[config.mk]
export PLATFORM = sky130hd
export DESIGN_NAME = shift_seq_flat
export DESIGN_NICKNAME = d
export VERILOG_FILES = /design/src/rtl/shift_seq_if.sv /design/src/rtl/shift_seq.sv /design/src/flat_wrapper.sv
export SDC_FILE = /design/constraint.sdc
export NUM_CORES = 1
export LEC_CHECK = 0
export CAP_MARGIN = 20
export CELL_PAD_IN_SITES_DETAIL_PLACEMENT = 1
export CELL_PAD_IN_SITES_GLOBAL_PLACEMENT = 2
export CORE_MARGIN = 5
export CORE_UTILIZATION = 31
export DETAILED_ROUTE_END_ITERATION = 8
export PLACE_DENSITY = 0.83
export REMOVE_ABC_BUFFERS = 1
export SYNTH_ARGS = -nofsm -noshare
export SYNTH_HDL_FRONTEND = slang
export SYNTH_SLANG_ARGS = --single-unit
[constraint.sdc]
create_clock -name clk -period 6.3 [get_ports clk]
set_input_delay 1.575 -clock clk [delete_from_list [all_inputs] [get_ports clk]]
set_output_delay 1.575 -clock clk [all_outputs]
set_load 0.005 [all_outputs]
[src/rtl/shift_seq_if.sv]
// Command and shifter-control bundle for shift_seq.
// Purely structural: no storage, no latency.
// Requester holds a command until req_ready; shifter-side signals have no backpressure.
interface shift_seq_if;
   logic       req_valid;
   logic [2:0] req_op;
   logic [7:0] req_data;
   logic [2:0] req_count;
   logic       req_ready;
   logic [2:0] shiftOp;
   logic [7:0] shiftIn;
   logic       serialIn;
   logic [7:0] shadow;
   logic       busy;
   logic       done;

   modport master (
      output req_valid, req_op, req_data, req_count,
      input  req_ready, shiftOp, shiftIn, serialIn, shadow, busy, done
   );

   modport slave (
      input  req_valid, req_op, req_data, req_count,
      output req_ready, shiftOp, shiftIn, serialIn, shadow, busy, done
   );
endinterface

[src/rtl/shift_seq.sv]
// Sequences commands onto an 8-bit shift register that has no hold op, tracking its contents in shadow.
// Load/clear finish at the accept edge (done next cycle); shift ops take N RUN cycles (N=1..8).
// req_ready is low during RUN and reset; req_valid is ignored while a command runs.
module shift_seq (
   input logic        clk,
   input logic        rst,
   shift_seq_if.slave bus
);

   typedef enum logic {IDLE, RUN} state_t;

   state_t     state, state_nxt;
   logic [7:0] shadow_q, shadow_nxt;
   logic [2:0] op_q, op_nxt;
   logic [7:0] sdat_q, sdat_nxt;   // serial source, next bit to emit at bit 7
   logic [3:0] rem_q, rem_nxt;     // RUN cycles remaining, including the current one
   logic       done_q, done_nxt;
   logic [2:0] shift_op;
   logic [7:0] shift_in;
   logic       serial;
   logic       ready;
   logic       accept;
   logic [3:0] n_cnt;

   // A count of zero encodes a full 8-cycle command.
   assign n_cnt = (bus.req_count == 3'd0) ? 4'd8 : {1'b0, bus.req_count};

   // Next-state, datapath updates and the shifter drive for this cycle.
   always_comb begin
      state_nxt  = state;
      shadow_nxt = shadow_q;
      op_nxt     = op_q;
      sdat_nxt   = sdat_q;
      rem_nxt    = rem_q;
      done_nxt   = 1'b0;
      shift_op   = 3'b001;        // reload own contents: the register has no hold op
      shift_in   = shadow_q;
      serial     = 1'b0;
      ready      = (state == IDLE) && !rst;
      accept     = ready && bus.req_valid;

      if (rst) begin
         shift_op = 3'b000;
         shift_in = 8'h00;
      end else begin
         case (state)
            IDLE: begin
               if (accept) begin
                  case (bus.req_op)
                     3'b000: begin
                        shift_op   = 3'b000;
                        shift_in   = 8'h00;
                        shadow_nxt = 8'h00;
                        done_nxt   = 1'b1;
                     end
                     3'b001: begin
                        shift_in   = bus.req_data;
                        shadow_nxt = bus.req_data;
                        done_nxt   = 1'b1;
                     end
                     default: begin
                        // Left-justify the N serial bits so bit 7 is always the next one out.
                        op_nxt    = bus.req_op;
                        sdat_nxt  = bus.req_data << (4'd8 - n_cnt);
                        rem_nxt   = n_cnt;
                        state_nxt = RUN;
                     end
                  endcase
               end
            end
            RUN: begin
               shift_op = op_q;
               serial   = (op_q == 3'b101) && sdat_q[7];
               sdat_nxt = {sdat_q[6:0], 1'b0};
               rem_nxt  = rem_q - 4'd1;
               case (op_q)
                  3'b010:  shadow_nxt = {1'b0, shadow_q[7:1]};
                  3'b011:  shadow_nxt = {shadow_q[6:0], 1'b0};
                  3'b100:  shadow_nxt = {shadow_q[7], shadow_q[7:1]};
                  3'b101:  shadow_nxt = {shadow_q[6:0], serial};
                  3'b110:  shadow_nxt = {shadow_q[0], shadow_q[7:1]};
                  3'b111:  shadow_nxt = {shadow_q[6:0], shadow_q[7]};
                  default: shadow_nxt = shadow_q;
               endcase
               if (rem_q == 4'd1) begin
                  state_nxt = IDLE;
                  done_nxt  = 1'b1;
               end
            end
            default: state_nxt = IDLE;
         endcase
      end
   end

   // FSM state register; reset aborts any running command.
   always_ff @(posedge clk) begin
      if (rst) state <= IDLE;
      else     state <= state_nxt;
   end

   // Datapath registers; shadow clears with the shift register on reset.
   always_ff @(posedge clk) begin
      if (rst) begin
         shadow_q <= 8'h00;
         op_q     <= 3'b000;
         sdat_q   <= 8'h00;
         rem_q    <= 4'd0;
         done_q   <= 1'b0;
      end else begin
         shadow_q <= shadow_nxt;
         op_q     <= op_nxt;
         sdat_q   <= sdat_nxt;
         rem_q    <= rem_nxt;
         done_q   <= done_nxt;
      end
   end

   assign bus.req_ready = ready;
   assign bus.shiftOp   = shift_op;
   assign bus.shiftIn   = shift_in;
   assign bus.serialIn  = serial;
   assign bus.shadow    = shadow_q;
   assign bus.busy      = (state == RUN) && !rst;
   assign bus.done      = done_q && !rst;

endmodule

[src/flat_wrapper.sv]
// flat-port wrapper written by rule: the top's interface ports become plain ports
module shift_seq_flat 
  (clk, rst, bus_req_valid, bus_req_op, bus_req_data, bus_req_count, bus_req_ready, bus_shiftOp, bus_shiftIn, bus_serialIn, bus_shadow, bus_busy, bus_done);
  shift_seq_if bus_i ();
  input logic clk;
  input logic rst;
  input wire logic [$bits(bus_i.req_valid)-1:0] bus_req_valid;
  input wire logic [$bits(bus_i.req_op)-1:0] bus_req_op;
  input wire logic [$bits(bus_i.req_data)-1:0] bus_req_data;
  input wire logic [$bits(bus_i.req_count)-1:0] bus_req_count;
  output wire logic [$bits(bus_i.req_ready)-1:0] bus_req_ready;
  output wire logic [$bits(bus_i.shiftOp)-1:0] bus_shiftOp;
  output wire logic [$bits(bus_i.shiftIn)-1:0] bus_shiftIn;
  output wire logic [$bits(bus_i.serialIn)-1:0] bus_serialIn;
  output wire logic [$bits(bus_i.shadow)-1:0] bus_shadow;
  output wire logic [$bits(bus_i.busy)-1:0] bus_busy;
  output wire logic [$bits(bus_i.done)-1:0] bus_done;
  assign bus_i.req_valid = bus_req_valid;
  assign bus_i.req_op = bus_req_op;
  assign bus_i.req_data = bus_req_data;
  assign bus_i.req_count = bus_req_count;
  assign bus_req_ready = bus_i.req_ready;
  assign bus_shiftOp = bus_i.shiftOp;
  assign bus_shiftIn = bus_i.shiftIn;
  assign bus_serialIn = bus_i.serialIn;
  assign bus_shadow = bus_i.shadow;
  assign bus_busy = bus_i.busy;
  assign bus_done = bus_i.done;
  shift_seq u_core (.clk(clk), .rst(rst), .bus(bus_i));
endmodule
==> results of run 1 <==
## area by class of cell
type / instances / area share
clock buffers: 4 / 0.0209
inverters: 12 / 0.0221
multi-input cells: 157 / 0.497
flip-flops and latches: 25 / 0.233
well taps: 72 / 0.0419
repair buffers: 40 / 0.185
## registers in the layout, summed over array words and instances (netlist names)
name               cells
u_core.state           1
u_core.bus.shadow      8
u_core.rem_q           4
u_core.done_q          1
u_core.op_q            3
u_core.sdat_q          8
## worst max-delay path: cells and delay by family
kind / cells / cell delay (ns)
AOI/OAI and AO/OA: 1 / 0.16
buffers and inverters: 4 / 1.24
and+or+nand+nor: 3 / 0.83
## layout by cell type, fill, tap and decap left out, drive strengths merged, types with 4 or more instances in the layout
master	synthesis	routed
mux2i	17	17
and3	4	4
o22ai	6	6
a21oi	22	22
nand2	21	21
a22oi	4	4
clkdlybuf4s50	0	39
inv	12	12
dfxtp	25	25
o21ai	5	5
nor2	26	26
clkbuf	5	4
a31oi	5	5
and2	6	6
nand3	5	5
## kinds of logic after synthesis
family                   synth area share
buffers and inverters              0.0738
adder cells (fa/ha/maj)            0.0221
AO/OA/AOI/OAI                       0.244
multiplexers                        0.140
flip-flops                          0.295
AND/OR/NAND/NOR                     0.210
XOR/XNOR                           0.0148
## through the flow
step | hold slack, ns | power, W | cell area, sq um | util
finish | 0.488 | 0.000379 | 2150 | 0.398
detailed placement | 0.471 | 0.000283 | 2110 | 0.390
global placement | 0.458 | 0.000282 | 2110 | 0.390
CTS | 0.485 | 0.000384 | 2150 | 0.398
floorplan | 0.438 | 0.000237 | 1620 | -
global route | 0.517 | 0.000401 | 2150 | 0.398
## per-layer routing
metal,track usage,up-vias,routed length (um)
met2,0.241,42,2300
li1,-,811,-
met1,0.210,795,2550
met4,0.0482,0,72
met3,0.0227,7,221
met5,0,-,0
## where the power goes
part	internal, W	switching (W)
combinational	0.0000473	0.0000521
sequential	0.000167	0.0000128
clock	0.0000454	0.0000545
total	0.000259	0.000119
## worst max-delay path by stage
stage	from	endpoint	slack, ns
after floorplan	rst	bus_shiftIn[7]	2.12
after global placement	rst	bus_shiftIn[7]	0.96
after detailed placement	rst	bus_shiftIn[7]	0.91
after CTS	rst	bus_shiftIn[7]	0.90
after global routing	rst	bus_shiftIn[7]	0.73
final	rst	bus_shiftIn[7]	0.92
==> run metrics, run 1 <==
status finished, final reports clean; DRC viols 0; hold path endpoint u_core.sdat_q[0]$_SDFFE_PP0P_; initial antenna violation count 0; die width 84.0 um; Crit Path Category in2out; largest net degree at the start of global routing 27; gpl congestion 0.846; leakage power figure 0.775 nW; Fin Setup TNS 0 ns; CTS H-Tree Depth 1; Port Buffer Count 39; worst path required time 4.72 ns; Nets 259; Finish-stage setup viols 0; Max Clock Skew 0.00547 ns; RSZ-0062 raised after global routing false; dpl cells 306; Syn Inst Count 208; core region area 0.00541 sq mm; ant diodes 0; Fill cells 663; CTS Hold Bufs 0; Avg Vias per Cell 5.34; routed len/inst 16.6 um; Critical Path Start Type input pin; pre-CTS WS 0.905 ns; final std cells w/o fill 310; most common cell in the netlist nor2_1; CTS resizes 0; DRT iter0 DRCs 111; Tot GR Track Use 0.151; vias 1655; Yosys reg bits 25; Tightest Pin Transition 0.942 ns; Critical Path AT 3.80 ns; WHS Path Cells 2; CP Max Fanout 13; Commonest cells post-synth 26 x nor2_1, 25 x dfxtp_1, 22 x a21oi_1, 20 x nand2_1, 17 x mux2i_1; register-to-register setup slack 4.05 ns; Synth area leaders dfxtp_1 30%, mux2i_1 10%, a21oi_1 6.5%; max cap viols 0; initial core utilization 0.314; synthesized area 0.00170 sq mm; Final min period 5.38 ns; multi-input logic area 0.00107 sq mm; Post-synth EDFFs 0; vias in the first global route 1715; ys async rst share 0; clk root buf clkbuf_8; Unique masters post-synth 45; Slowest cell on crit path clkdlybuf4s50_1; CTS tree done; post-synth top area cell dfxtp_1; Reg2Reg Depth 6; slowest stage delay, CP 0.51 ns; Hold Startpoint u_core.sdat_q[0]$_SDFFE_PP0P_; reg2reg start u_core.state$_SDFF_PP0_; pwr dens 176 mW/mm^2; Rows 27; DP HPWL 3800 um; Ports 40; first-pass GRT wire length 8740 um; P&R area growth vs syn 26.9%; reg2reg end u_core.bus.shadow[1]$_SDFFE_PP0P_; CP most frequent cell clkdlybuf4s50_1; clock latency on the worst-skew pair 0.28 ns; CTS clock-pin slew for the worst setup and hold paths 0.09 ns; Post-synth top flop dfxtp_1; CTS Buf Count 3; clk sinks 25; maximum VDD drop 0.0805 mV; Synth warnings 0; Clock Path Buffers 2; sequential area share after synthesis 0.295; Max-slew headroom 0.370; Synth top area share 0.295; DIE HEIGHT 84.0 um; DIE AREA 0.00705 sq mm; Antenna Nets Post-Route 0; Fin. Hold Viols 0; Final period util 0.854; Hold WC Path Type reg2reg; Final Max Tran Viols 0; final setup margin 0.921 ns; Syn Area/Cell 8.15 sq um; grt total ovfl 0; CP cell instances clkdlybuf4s50_1, inv_4, nand2_4, inv_2, nand3_2, or2_2, a21oi_1, clkdlybuf4s50_1; share of cells above drive strength 1 0.0924; Detailed Routing Iterations Pass 1 4; final WL 5150 um; Sequential Area 500 sq um; highest clock rate 186 MHz; crit end category primary output; Post-CTS Setup Bufs 0
Power figures use the tool's default switching activity.
==> run 2: changes to the inputs <==
--- a/config.mk
+++ b/config.mk
@@ -5,14 +5,13 @@
 export SDC_FILE = /design/constraint.sdc
 export NUM_CORES = 1
 export LEC_CHECK = 0
-export CAP_MARGIN = 20
+export CAP_MARGIN = 10
 export CELL_PAD_IN_SITES_DETAIL_PLACEMENT = 1
 export CELL_PAD_IN_SITES_GLOBAL_PLACEMENT = 2
 export CORE_MARGIN = 5
 export CORE_UTILIZATION = 31
 export DETAILED_ROUTE_END_ITERATION = 8
 export PLACE_DENSITY = 0.83
-export REMOVE_ABC_BUFFERS = 1
 export SYNTH_ARGS = -nofsm -noshare
 export SYNTH_HDL_FRONTEND = slang
 export SYNTH_SLANG_ARGS = --single-unit
==> run 2 against run 1 <==
Register-to-register slack better by 0.49 ns. Wire length is 2.0% lower. Clock power is 2.8% lower. Maximum frequency is 0.34% higher. Critical path depth stayed put. Largest power group unchanged. Critical endpoint unchanged. Flip-flop and latch count stayed put. Clock-buffer cell count is 1 lower. Via count is 0.42% lower.
==> run metrics, run 2 (synthesized netlist as in run 1, its figures left out) <==
status finished, final reports clean; clock latency on the worst-skew pair 0.27 ns; syn nets 228; reg2reg start u_core.op_q[1]$_SDFFE_PP0P_; leakage power figure 0.783 nW; Fin Setup TNS 0 ns; P&R area growth vs syn 27.4%; highest clock rate 187 MHz; CTS resizes 0; DIE AREA 0.00705 sq mm; worst path bufs/invs 4; worst path required time 4.72 ns; die width 84.0 um; clk sinks 25; Avg Vias per Cell 5.30; register-to-register setup slack 4.54 ns; Critical Path AT 3.79 ns; DP HPWL 3850 um; Detailed Routing Iterations Pass 1 4; vias 1648; largest net degree at the start of global routing 27; core region area 0.00541 sq mm; Final period util 0.851; share of cells above drive strength 1 0.100; Rows 27; ant diodes 0; max cap viols 0; initial antenna violation count 0; Clock Path Buffers 2; CTS Buf Count 3; crit end category primary output; Port Buffer Count 39; delay-heaviest family, CP buffers and inverters; Fin. Hold Viols 0; Crit Path Category in2out; CTS tree done; beginning of the critical path rst; CTS Hold Bufs 0; DRC viols 0; Final Max Tran Viols 0; Max-slew headroom 0.394; pwr dens 174 mW/mm^2; Critical Path Start Type input pin; leading cell type in the layout, fill and taps excluded clkdlybuf4s50_1; first-pass GRT wire length 8450 um; final WL 5050 um; Hold WC Path Type reg2reg; WP depth 8; vias in the first global route 1715; worst setup path end bus_shiftIn[7]; RSZ-0062 raised after global routing false; clk root buf clkbuf_8; Nets 260; initial core utilization 0.314; slowest stage delay, CP 0.52 ns; gpl congestion 0.768; grt total ovfl 0; Final min period 5.36 ns; CTS clock-pin slew for the worst setup and hold paths 0.08 ns; Slowest cell on crit path clkdlybuf4s50_1; CP Max Fanout 13; maximum VDD drop 0.0851 mV; routed len/inst 16.2 um; DIE HEIGHT 84.0 um; reg2reg end u_core.bus.shadow[0]$_SDFFE_PP0P_; Post-CTS Setup Bufs 0; CTS H-Tree Depth 1; Max Clock Skew 0.0135 ns; Tightest Pin Transition 0.906 ns; most frequent cells in the layout 39 x clkdlybuf4s50_1, 26 x nor2_1, 25 x dfxtp_1; CP most frequent cell clkdlybuf4s50_1; Tot GR Track Use 0.145; total power 0.000376 W; Antenna Nets Post-Route 0; DRT iter0 DRCs 128; Ports 40; CP cell instances clkdlybuf4s50_1, inv_4, nand2_4, inv_2, nand3_2, or2_2, a21oi_1, clkdlybuf4s50_1; Reg2Reg Depth 3; Finish-stage setup viols 0
## run 2: worst min-delay path by stage
| stage | startpoint | to | slack [ns] | cells after the start |
|---|---|---|---|---|
| 3_5_place_dp | u_core.sdat_q[0]$_SDFFE_PP0P_ | u_core.sdat_q[0]$_SDFFE_PP0P_ | 0.48 | 2 |
| 5_1_grt | u_core.sdat_q[0]$_SDFFE_PP0P_ | u_core.sdat_q[0]$_SDFFE_PP0P_ | 0.51 | 2 |
| 2_1_floorplan | u_core.sdat_q[0]$_SDFFE_PP0P_ | u_core.sdat_q[0]$_SDFFE_PP0P_ | 0.44 | 2 |
| 3_3_place_gp | u_core.sdat_q[0]$_SDFFE_PP0P_ | u_core.sdat_q[0]$_SDFFE_PP0P_ | 0.46 | 2 |
| 6_report | u_core.sdat_q[0]$_SDFFE_PP0P_ | u_core.sdat_q[0]$_SDFFE_PP0P_ | 0.48 | 2 |
| 4_1_cts | u_core.sdat_q[0]$_SDFFE_PP0P_ | u_core.sdat_q[0]$_SDFFE_PP0P_ | 0.49 | 2 |
## run 2: worst min-delay path: stages, from the launching register on
cell and delay [ns]:
dfxtp_1 0.32, nand3_1 0.06, a21oi_1 0.05
## run 2: power breakdown
| group | switching (W) | total (W) | internal [W] |
|---|---|---|---|
| Combinational | 0.0000547 | 0.000103 | 0.0000479 |
| Sequential | 0.00000947 | 0.000176 | 0.000167 |
| Clock | 0.0000529 | 0.0000971 | 0.0000442 |
| Total | 0.000117 | 0.000376 | 0.000259 |
## run 2: area by class of cell
| type | count | area, sq um |
|---|---|---|
| Inverter | 12 | 47.5 |
| Clock buffer | 3 | 41.3 |
| Sequential cell | 25 | 500 |
| Multi-Input combinational cell | 157 | 1070 |
| Timing Repair Buffer | 41 | 405 |
| Fill cell | 677 | 3250 |
| Tap cell | 72 | 90.1 |
| Clock inverter | 1 | 5.00 |
## run 2: metal layers
metal	global-route usage	up-vias	wire [um]	part of all wire
li1	-	814	-	-
met1	0.199	787	2450	0.49
met2	0.237	43	2320	0.46
met3	0.0247	4	232	0.046
met4	0.0351	0	41	0.0081
met5	0	-	0	0
## run 2: through the flow
stage	hold slack (ns)	utilization	instance area, sq um	setup WS (ns)	instances
floorplan	0.444	-	1700	2.12	208
global placement	0.459	0.391	2110	0.989	307
detailed placement	0.477	0.391	2110	0.940	307
CTS	0.487	0.400	2160	0.929	311
global route	0.515	0.400	2160	0.816	311
finish	0.477	0.400	2160	0.939	311
